## src/rtl/tournament_update_sequencer_pkg.sv

```systemverilog
// Shared types for the tournament predictor update sequencer.
// Build option: TOURN_SPEC_HIST_EN selects speculative path history.
package tourn_pkg;

    localparam int PH_W      = 12;
    localparam int PC_IDX_W  = 10;
    localparam int DEPTH_DEF = 8;

    typedef enum logic [1:0] {
        UPD_GLOBAL = 2'd0,
        UPD_LOCAL  = 2'd1,
        UPD_CHOICE = 2'd2
    } upd_sel_e;

    typedef enum logic [1:0] {
        IDLE,
        UPD_G,
        UPD_L,
        UPD_C
    } seq_state_e;

    typedef struct packed {
        logic [PC_IDX_W-1:0] pc_idx;
        logic [PH_W-1:0]     ph_snapshot;
        logic                gp;
        logic                lp;
        logic                pred;
    } inflight_t;

    // Local table writes share the global-width index bus.
    function automatic logic [PH_W-1:0] pc_to_idx(
        input logic [PC_IDX_W-1:0] pc
    );
        return {{(PH_W-PC_IDX_W){1'b0}}, pc};
    endfunction

endpackage

```

## src/rtl/tournament_update_sequencer_if.sv

```systemverilog
// Predict/resolve/update bundle between the predictor tables,
// the pipeline and the sequencer.
interface tournament_update_sequencer_if;
    import tourn_pkg::*;

    logic                pred_valid;
    logic [PC_IDX_W-1:0] pred_pc_idx;
    logic                pred_ready;
    logic [PH_W-1:0]     gp_idx;
    logic [PC_IDX_W-1:0] lp_idx;
    logic                gp_result;
    logic                lp_result;
    logic                choice_result;
    logic                pred_taken;
    logic                res_valid;
    logic                res_taken;
    logic                res_ready;
    logic                mispredict;
    logic                upd_valid;
    logic [1:0]          upd_sel;
    logic [PH_W-1:0]     upd_idx;
    logic                upd_taken;

    modport master (
        output pred_valid, pred_pc_idx, gp_result, lp_result,
        output choice_result, res_valid, res_taken,
        input  pred_ready, gp_idx, lp_idx, pred_taken,
        input  res_ready, mispredict,
        input  upd_valid, upd_sel, upd_idx, upd_taken
    );

    modport slave (
        input  pred_valid, pred_pc_idx, gp_result, lp_result,
        input  choice_result, res_valid, res_taken,
        output pred_ready, gp_idx, lp_idx, pred_taken,
        output res_ready, mispredict,
        output upd_valid, upd_sel, upd_idx, upd_taken
    );

endinterface

```

## src/rtl/tournament_update_sequencer_fifo.sv

```systemverilog
// In-order queue of in-flight predictions awaiting resolution.
// Flush empties the queue and wins over push/pop.
module tourn_inflight_fifo
    import tourn_pkg::*;
#(
    parameter int DEPTH = DEPTH_DEF
) (
    input  logic      i_clock,
    input  logic      i_reset,
    input  logic      i_push,
    input  inflight_t i_data,
    input  logic      i_pop,
    input  logic      i_flush,
    output inflight_t o_head,
    output logic      o_full,
    output logic      o_empty
);

    localparam int AW = $clog2(DEPTH);
    localparam logic [AW:0] FULL_CNT = (AW+1)'(DEPTH);

    inflight_t       r_mem [DEPTH];
    logic [AW-1:0]   r_wr_ptr;
    logic [AW-1:0]   r_rd_ptr;
    logic [AW:0]     r_count;
    logic            w_push;
    logic            w_pop;

    assign w_push  = i_push & ~o_full;
    assign w_pop   = i_pop & ~o_empty;
    assign o_full  = (r_count == FULL_CNT);
    assign o_empty = (r_count == '0);
    assign o_head  = r_mem[r_rd_ptr];

    // Pointers wrap naturally because DEPTH is a power of two.
    always_ff @(posedge i_clock) begin
        if (i_reset || i_flush) begin
            r_wr_ptr <= '0;
            r_rd_ptr <= '0;
            r_count  <= '0;
        end else begin
            if (w_push) r_wr_ptr <= r_wr_ptr + 1'b1;
            if (w_pop)  r_rd_ptr <= r_rd_ptr + 1'b1;
            case ({w_push, w_pop})
                2'b10:   r_count <= r_count + 1'b1;
                2'b01:   r_count <= r_count - 1'b1;
                default: r_count <= r_count;
            endcase
        end
    end

    // Entry storage needs no reset; occupancy guards every read.
    always_ff @(posedge i_clock) begin
        if (w_push) r_mem[r_wr_ptr] <= i_data;
    end

endmodule

```

## src/rtl/tournament_update_sequencer.sv

```systemverilog
// Tournament predictor controller: path history, in-flight queue,
// final pick, and the G->L->C table update sequence.
// Build option: TOURN_SPEC_HIST_EN (speculative history + flush).
module tournament_update_sequencer
    import tourn_pkg::*;
#(
    parameter int DEPTH = DEPTH_DEF
) (
    input logic                         i_clock,
    input logic                         i_reset,
    tournament_update_sequencer_if.slave bus
);

    logic                w_full;
    logic                w_empty;
    logic                w_pred_taken;
    logic                w_pred_fire;
    logic                w_res_fire;
    logic                w_mispredict;
    logic                w_flush;
    inflight_t           w_head;
    inflight_t           w_push_data;
    logic [PH_W-1:0]     r_ph;
    seq_state_e          r_state;
    seq_state_e          w_state_nxt;
    logic [PH_W-1:0]     r_snap;
    logic [PC_IDX_W-1:0] r_pc;
    logic                r_gp;
    logic                r_lp;
    logic                r_actual;
    logic                w_upd_valid;
    upd_sel_e            w_upd_sel;
    logic [PH_W-1:0]     w_upd_idx;
    logic                w_upd_taken;

    assign w_pred_taken   = bus.choice_result ? bus.gp_result
                                              : bus.lp_result;
    assign bus.pred_taken = w_pred_taken;
    assign bus.gp_idx     = r_ph;
    assign bus.lp_idx     = bus.pred_pc_idx;

    assign bus.res_ready  = ~w_empty & (r_state == IDLE);
    assign w_res_fire     = bus.res_valid & bus.res_ready;
    assign w_mispredict   = w_res_fire & (w_head.pred != bus.res_taken);
    assign bus.mispredict = w_mispredict;

`ifdef TOURN_SPEC_HIST_EN
    // Every younger entry was fetched down the wrong path.
    assign w_flush = w_mispredict;
`else
    assign w_flush = 1'b0;
`endif

    assign bus.pred_ready = ~w_full & ~w_flush;
    assign w_pred_fire    = bus.pred_valid & bus.pred_ready;

    assign w_push_data = '{
        pc_idx:      bus.pred_pc_idx,
        ph_snapshot: r_ph,
        gp:          bus.gp_result,
        lp:          bus.lp_result,
        pred:        w_pred_taken
    };

    tourn_inflight_fifo #(
        .DEPTH (DEPTH)
    ) u_fifo (
        .i_clock (i_clock),
        .i_reset (i_reset),
        .i_push  (w_pred_fire),
        .i_data  (w_push_data),
        .i_pop   (w_res_fire),
        .i_flush (w_flush),
        .o_head  (w_head),
        .o_full  (w_full),
        .o_empty (w_empty)
    );

    // Path history: repair from snapshot on mispredict, else shift.
    always_ff @(posedge i_clock) begin
        if (i_reset) begin
            r_ph <= '0;
`ifdef TOURN_SPEC_HIST_EN
        end else if (w_flush) begin
            r_ph <= {w_head.ph_snapshot[PH_W-2:0], bus.res_taken};
        end else if (w_pred_fire) begin
            r_ph <= {r_ph[PH_W-2:0], w_pred_taken};
`else
        end else if (w_res_fire) begin
            r_ph <= {r_ph[PH_W-2:0], bus.res_taken};
`endif
        end
    end

    // Capture the resolved entry for the update sequence.
    always_ff @(posedge i_clock) begin
        if (i_reset) begin
            r_snap   <= '0;
            r_pc     <= '0;
            r_gp     <= 1'b0;
            r_lp     <= 1'b0;
            r_actual <= 1'b0;
        end else if (w_res_fire) begin
            r_snap   <= w_head.ph_snapshot;
            r_pc     <= w_head.pc_idx;
            r_gp     <= w_head.gp;
            r_lp     <= w_head.lp;
            r_actual <= bus.res_taken;
        end
    end

    // Sequencer state register.
    always_ff @(posedge i_clock) begin
        if (i_reset) r_state <= IDLE;
        else         r_state <= w_state_nxt;
    end

    // Next state and table write port drive.
    always_comb begin
        w_state_nxt = r_state;
        w_upd_valid = 1'b0;
        w_upd_sel   = UPD_GLOBAL;
        w_upd_idx   = '0;
        w_upd_taken = 1'b0;
        unique case (r_state)
            IDLE: begin
                if (w_res_fire) w_state_nxt = UPD_G;
            end
            UPD_G: begin
                w_state_nxt = UPD_L;
                w_upd_valid = 1'b1;
                w_upd_sel   = UPD_GLOBAL;
                w_upd_idx   = r_snap;
                w_upd_taken = r_actual;
            end
            UPD_L: begin
                w_state_nxt = (r_gp != r_lp) ? UPD_C : IDLE;
                w_upd_valid = 1'b1;
                w_upd_sel   = UPD_LOCAL;
                w_upd_idx   = pc_to_idx(r_pc);
                w_upd_taken = r_actual;
            end
            UPD_C: begin
                w_state_nxt = IDLE;
                w_upd_valid = 1'b1;
                w_upd_sel   = UPD_CHOICE;
                w_upd_idx   = r_snap;
                w_upd_taken = (r_gp == r_actual);
            end
            default: w_state_nxt = IDLE;
        endcase
    end

    assign bus.upd_valid = w_upd_valid;
    assign bus.upd_sel   = w_upd_sel;
    assign bus.upd_idx   = w_upd_idx;
    assign bus.upd_taken = w_upd_taken;

endmodule
```

## src/flat_wrapper.sv

```systemverilog
// flat-port wrapper written by rule: the top's interface ports become plain ports
module tournament_update_sequencer_flat import tourn_pkg::*;
#(
    parameter int DEPTH = DEPTH_DEF
)
  (i_clock, i_reset, bus_pred_valid, bus_pred_pc_idx, bus_gp_result, bus_lp_result, bus_choice_result, bus_res_valid, bus_res_taken, bus_pred_ready, bus_gp_idx, bus_lp_idx, bus_pred_taken, bus_res_ready, bus_mispredict, bus_upd_valid, bus_upd_sel, bus_upd_idx, bus_upd_taken);
  tournament_update_sequencer_if bus_i ();
  input logic i_clock;
  input logic i_reset;
  input wire logic [$bits(bus_i.pred_valid)-1:0] bus_pred_valid;
  input wire logic [$bits(bus_i.pred_pc_idx)-1:0] bus_pred_pc_idx;
  input wire logic [$bits(bus_i.gp_result)-1:0] bus_gp_result;
  input wire logic [$bits(bus_i.lp_result)-1:0] bus_lp_result;
  input wire logic [$bits(bus_i.choice_result)-1:0] bus_choice_result;
  input wire logic [$bits(bus_i.res_valid)-1:0] bus_res_valid;
  input wire logic [$bits(bus_i.res_taken)-1:0] bus_res_taken;
  output wire logic [$bits(bus_i.pred_ready)-1:0] bus_pred_ready;
  output wire logic [$bits(bus_i.gp_idx)-1:0] bus_gp_idx;
  output wire logic [$bits(bus_i.lp_idx)-1:0] bus_lp_idx;
  output wire logic [$bits(bus_i.pred_taken)-1:0] bus_pred_taken;
  output wire logic [$bits(bus_i.res_ready)-1:0] bus_res_ready;
  output wire logic [$bits(bus_i.mispredict)-1:0] bus_mispredict;
  output wire logic [$bits(bus_i.upd_valid)-1:0] bus_upd_valid;
  output wire logic [$bits(bus_i.upd_sel)-1:0] bus_upd_sel;
  output wire logic [$bits(bus_i.upd_idx)-1:0] bus_upd_idx;
  output wire logic [$bits(bus_i.upd_taken)-1:0] bus_upd_taken;
  assign bus_i.pred_valid = bus_pred_valid;
  assign bus_i.pred_pc_idx = bus_pred_pc_idx;
  assign bus_i.gp_result = bus_gp_result;
  assign bus_i.lp_result = bus_lp_result;
  assign bus_i.choice_result = bus_choice_result;
  assign bus_i.res_valid = bus_res_valid;
  assign bus_i.res_taken = bus_res_taken;
  assign bus_pred_ready = bus_i.pred_ready;
  assign bus_gp_idx = bus_i.gp_idx;
  assign bus_lp_idx = bus_i.lp_idx;
  assign bus_pred_taken = bus_i.pred_taken;
  assign bus_res_ready = bus_i.res_ready;
  assign bus_mispredict = bus_i.mispredict;
  assign bus_upd_valid = bus_i.upd_valid;
  assign bus_upd_sel = bus_i.upd_sel;
  assign bus_upd_idx = bus_i.upd_idx;
  assign bus_upd_taken = bus_i.upd_taken;
  tournament_update_sequencer #(.DEPTH(DEPTH)) u_core (.i_clock(i_clock), .i_reset(i_reset), .bus(bus_i));
endmodule
```

## config.mk

```make
export PLATFORM = sky130hd
export DESIGN_NAME = tournament_update_sequencer_flat
export DESIGN_NICKNAME = d
export VERILOG_FILES = /design/src/rtl/tournament_update_sequencer_pkg.sv /design/src/rtl/tournament_update_sequencer_if.sv /design/src/rtl/tournament_update_sequencer_fifo.sv /design/src/rtl/tournament_update_sequencer.sv /design/src/flat_wrapper.sv
export SDC_FILE = /design/constraint.sdc
export NUM_CORES = 1
export LEC_CHECK = 0
export ABC_AREA = 0
export BUFFER_PORTS_ARGS = -buffer_cell sky130_fd_sc_hd__buf_2
export CORE_MARGIN = 1.5
export CORE_UTILIZATION = 25
export DETAILED_ROUTE_END_ITERATION = 8
export GPL_TIMING_DRIVEN = 0
export HOLD_SLACK_MARGIN = 0.03
export PLACE_DENSITY = 0.37
export SETUP_SLACK_MARGIN = 0.5
export SYNTH_ARGS = -nofsm -noshare
export SYNTH_HDL_FRONTEND = slang
export SYNTH_SLANG_ARGS = --single-unit
export TNS_END_PERCENT = 1
```

## constraint.sdc

```tcl
create_clock -name i_clock -period 5.7 [get_ports i_clock]
set_input_delay 0.285 -clock i_clock [delete_from_list [all_inputs] [get_ports i_clock]]
set_output_delay 0.285 -clock i_clock [all_outputs]
set_load 0.02 [all_outputs]
```

==> results.yml <==
timing:
  tightest_slew_ns: 0.9401
  rsz0062_at_grt: "no"
  final-hold-violation-count: 0
  clock.fmax_mhz: 336.5
  slew_viol_final: 0
  finalClockSkew_ns: 0.01218
  period_minus_slack_ns: 2.972
  setup_viol: 0
  fin_ws_ns: 2.728
  maxSlewHeadroom_pct: 37.32
  fin_crit_sh_pct: 52.14
worst_setup_path:
  slowest_delay_ns: 0.40
  crit_fanout: 11
  path_cells: "inv_1, ha_1, o41a_4, nand2_4, inv_2, buf_2, buf_6, ha_1, or3_1, o32ai_1, mux2_2"
  crit_slowest_cell: "or3_1"
  start_kind: "flop"
  worstSetupPathType: "flop to flop"
  required_ns: 6.12
  critPathCaptureType: "flop"
  cp_common_cell: "ha_1"
  worstPathArrival_ns: 3.40
layout:
  finalNonFillerCells: 1201
  fill_cells: 3757
  multi_input_area_um2: 2410
  final_area_um2: 11890
  diodes: 0
  layout-drive-gt1-share_pct: 30.43
  nNetsFinal: 696
  fin_util_pct: 31.41
  area_growth_pct: 23.15
  ff_latch_area_um2: 7027
routing:
  ant_nets: 0
  drc: 0
  drt-total-wl_mm: 25.52
  first_pass_iters: 4
  vias: 5215
  via_per_inst: 4.342
  wire_per_inst_um: 21.25
  drtIter0Drc: 296
grt:
  overflow: 0
  grt_pass1_wl_mm: 37.69
  track_usage_pct: 13.25
  grt_pass1_vias: 5622
  antenna_found_initial: 0
  grt_max_degree: 20
logic_synthesis:
  synthTopCellsByArea: "edfxtp_1 (62%), mux4_2 (12%), dfxtp_1 (11%), nor2_1 (2.0%), o22ai_1 (1.6%)"
  ys_seq_elements: 251
  synthArstFlopShare_pct: 0
  netlist-cell-type-count: 39
  yosys.area.top_type: "edfxtp_1"
  syn_area_um2: 9652
  ys_seq_area_share_pct: 72.80
  synthTopCellsByCount: "edfxtp_1 (200), dfxtp_1 (51), nor2_1 (51)"
  yosysMostFrequentCell: "edfxtp_1"
  ys.flop_type: "edfxtp_1"
  netlist_instances: 558
  mappedNetlistNets: 586
  yosysWarnings: 0
  synth_area_per_cell_um2: 17.30
  synth.top_cell.area_share_pct: 62.22
  synth_edf_count: 200
place:
  dp_hpwl_mm: 17.35
  place.gp.congestion: 0.7068
  numPlacedInstances: 1141
  portBuffers: 59
  placed_cell_area_um2: 10870
  dpl_worst_slack_ns: 2.734
pwr:
  p_leak_nw: 3.974
  vdd_drop_max_v: 0.0002382
  powerDensity_nw_per_um2: 440.8
die:
  die_x_um: 199.5
  initial_core_util_pct: 25.50
  chipHeight_um: 199.5
  die_area_um2: 39790
  io_pins: 60
  rows: 71
  coreArea_um2: 37840
clock_network:
  ctsHoldBuffers: 8
  numCtsBuffers: 28
  path_clk_slew_ns: 0.06
  cts_root_buf: "clkbuf_16"
  insertion_delay_ns: 0.53
  cts_tree: "done"
  cts.sinks: 251
  post_cts_resize_count: 0
  htree_num_levels: 1
  cts_buffer_depth: 3
  cts_setup_buffers: 0
min_path:
  hp-class: "primary input to flop"
run:
  drv_cap: 0
status:
  status: "completed"
==> per-layer routing <==
metal,wire (um),GRT usage (%)
met1,11020,17.33
met2,12830,23.20
met3,1234,1.755
met4,439,3.147
met5,0,0
==> flip-flops by register name, indices dropped and copies added (netlist names), named ones only <==
register and count:
u_core.u_fifo.r_mem 200, u_core.bus.gp_idx 12, u_core.r_snap 12, u_core.r_pc 10
u_core.u_fifo.r_count 4, u_core.u_fifo.r_rd_ptr 3, u_core.u_fifo.r_wr_ptr 3, u_core.r_state 2
u_core.r_gp 1, u_core.r_lp 1
==> worst max-delay path: cells and delay by family, from the launching register on <==
kind / cells / cell delay (ns)
compound gates: 2 / 0.43
fa+ha+maj: 2 / 0.55
buf+inv: 4 / 0.64
flops: 1 / 0.37
mux: 1 / 0.37
simple gates: 2 / 0.50
==> cell type report <==
| type | count | share of cell area, % |
|---|---|---|
| Buffer | 40 | 2.147 |
| Sequential cell | 251 | 59.12 |
| Inverter | 4 | 0.1263 |
| Tap cell | 511 | 5.379 |
| Timing Repair Buffer | 80 | 5.116 |
| Clock buffer | 45 | 7.305 |
| Clock inverter | 7 | 0.5368 |
| Multi-Input combinational cell | 263 | 20.27 |
==> power breakdown <==
group / leakage (nW) / internal (mW) / switching, mW
combinational: 1.27 / 0.506 / 0.690
sequential: 2.24 / 2.14 / 0.115
clock: 0.461 / 1.09 / 0.699
total: 3.97 / 3.73 / 1.50
==> placed cells by master (no fill, tap or decap), types with 5 or more instances in the layout <==
cell type	instances
o22ai_1	24
nand2_1	30
clkbuf_16	31
dfxtp_1	51
nor2_4	6
buf_6	13
nor2_1	45
a21oi_1	21
buf_4	11
edfxtp_1	200
buf_2	67
ha_1	10
nor3_1	22
mux4_2	50
xor2_1	7
a22oi_1	11
dlygate4sd3_1	8
clkbuf_1	22
clkinv_2	5
==> cell families after synthesis <==
kind of cell / count (synthesis) / share of synthesized area [%]
AO/OA/AOI/OAI: 64 / 4.239
buffers and inverters: 44 / 2.800
AND/OR/NAND/NOR: 127 / 6.028
XOR/XNOR: 8 / 0.7260
adder cells (fa/ha/maj): 10 / 1.296
flip-flops: 251 / 72.80
multiplexers: 54 / 12.11
==> stage by stage <==
step           total power, mW  setup TNS, ns  hold WS [ns]
6_report                 5.239              0       0.04648
2_1_floorplan            3.094              0        0.3839
5_1_grt                  5.501              0       0.04476
4_1_cts                  5.336              0       0.03005
3_5_place_dp             3.523              0        0.4796
3_3_place_gp             3.480         -4.463        0.4739
==> path summary, 6_finish.rpt <==
| kind | end | depth (start not counted) | startpoint | slack [ns] |
|---|---|---|---|---|
| max | u_core.u_fifo.r_count[3] | 11 | u_core.r_state[0] | 2.73 |
| min | u_core.u_fifo.r_mem[7][15] | 1 | bus_pred_pc_idx[0] | 0.05 |
| max reg2reg | u_core.u_fifo.r_count[3] | 11 | u_core.r_state[0] | 2.73 |
| min reg2reg | u_core.r_snap[10] | 2 | u_core.r_snap[10] | 0.49 |
Power figures use the tool's default switching activity.
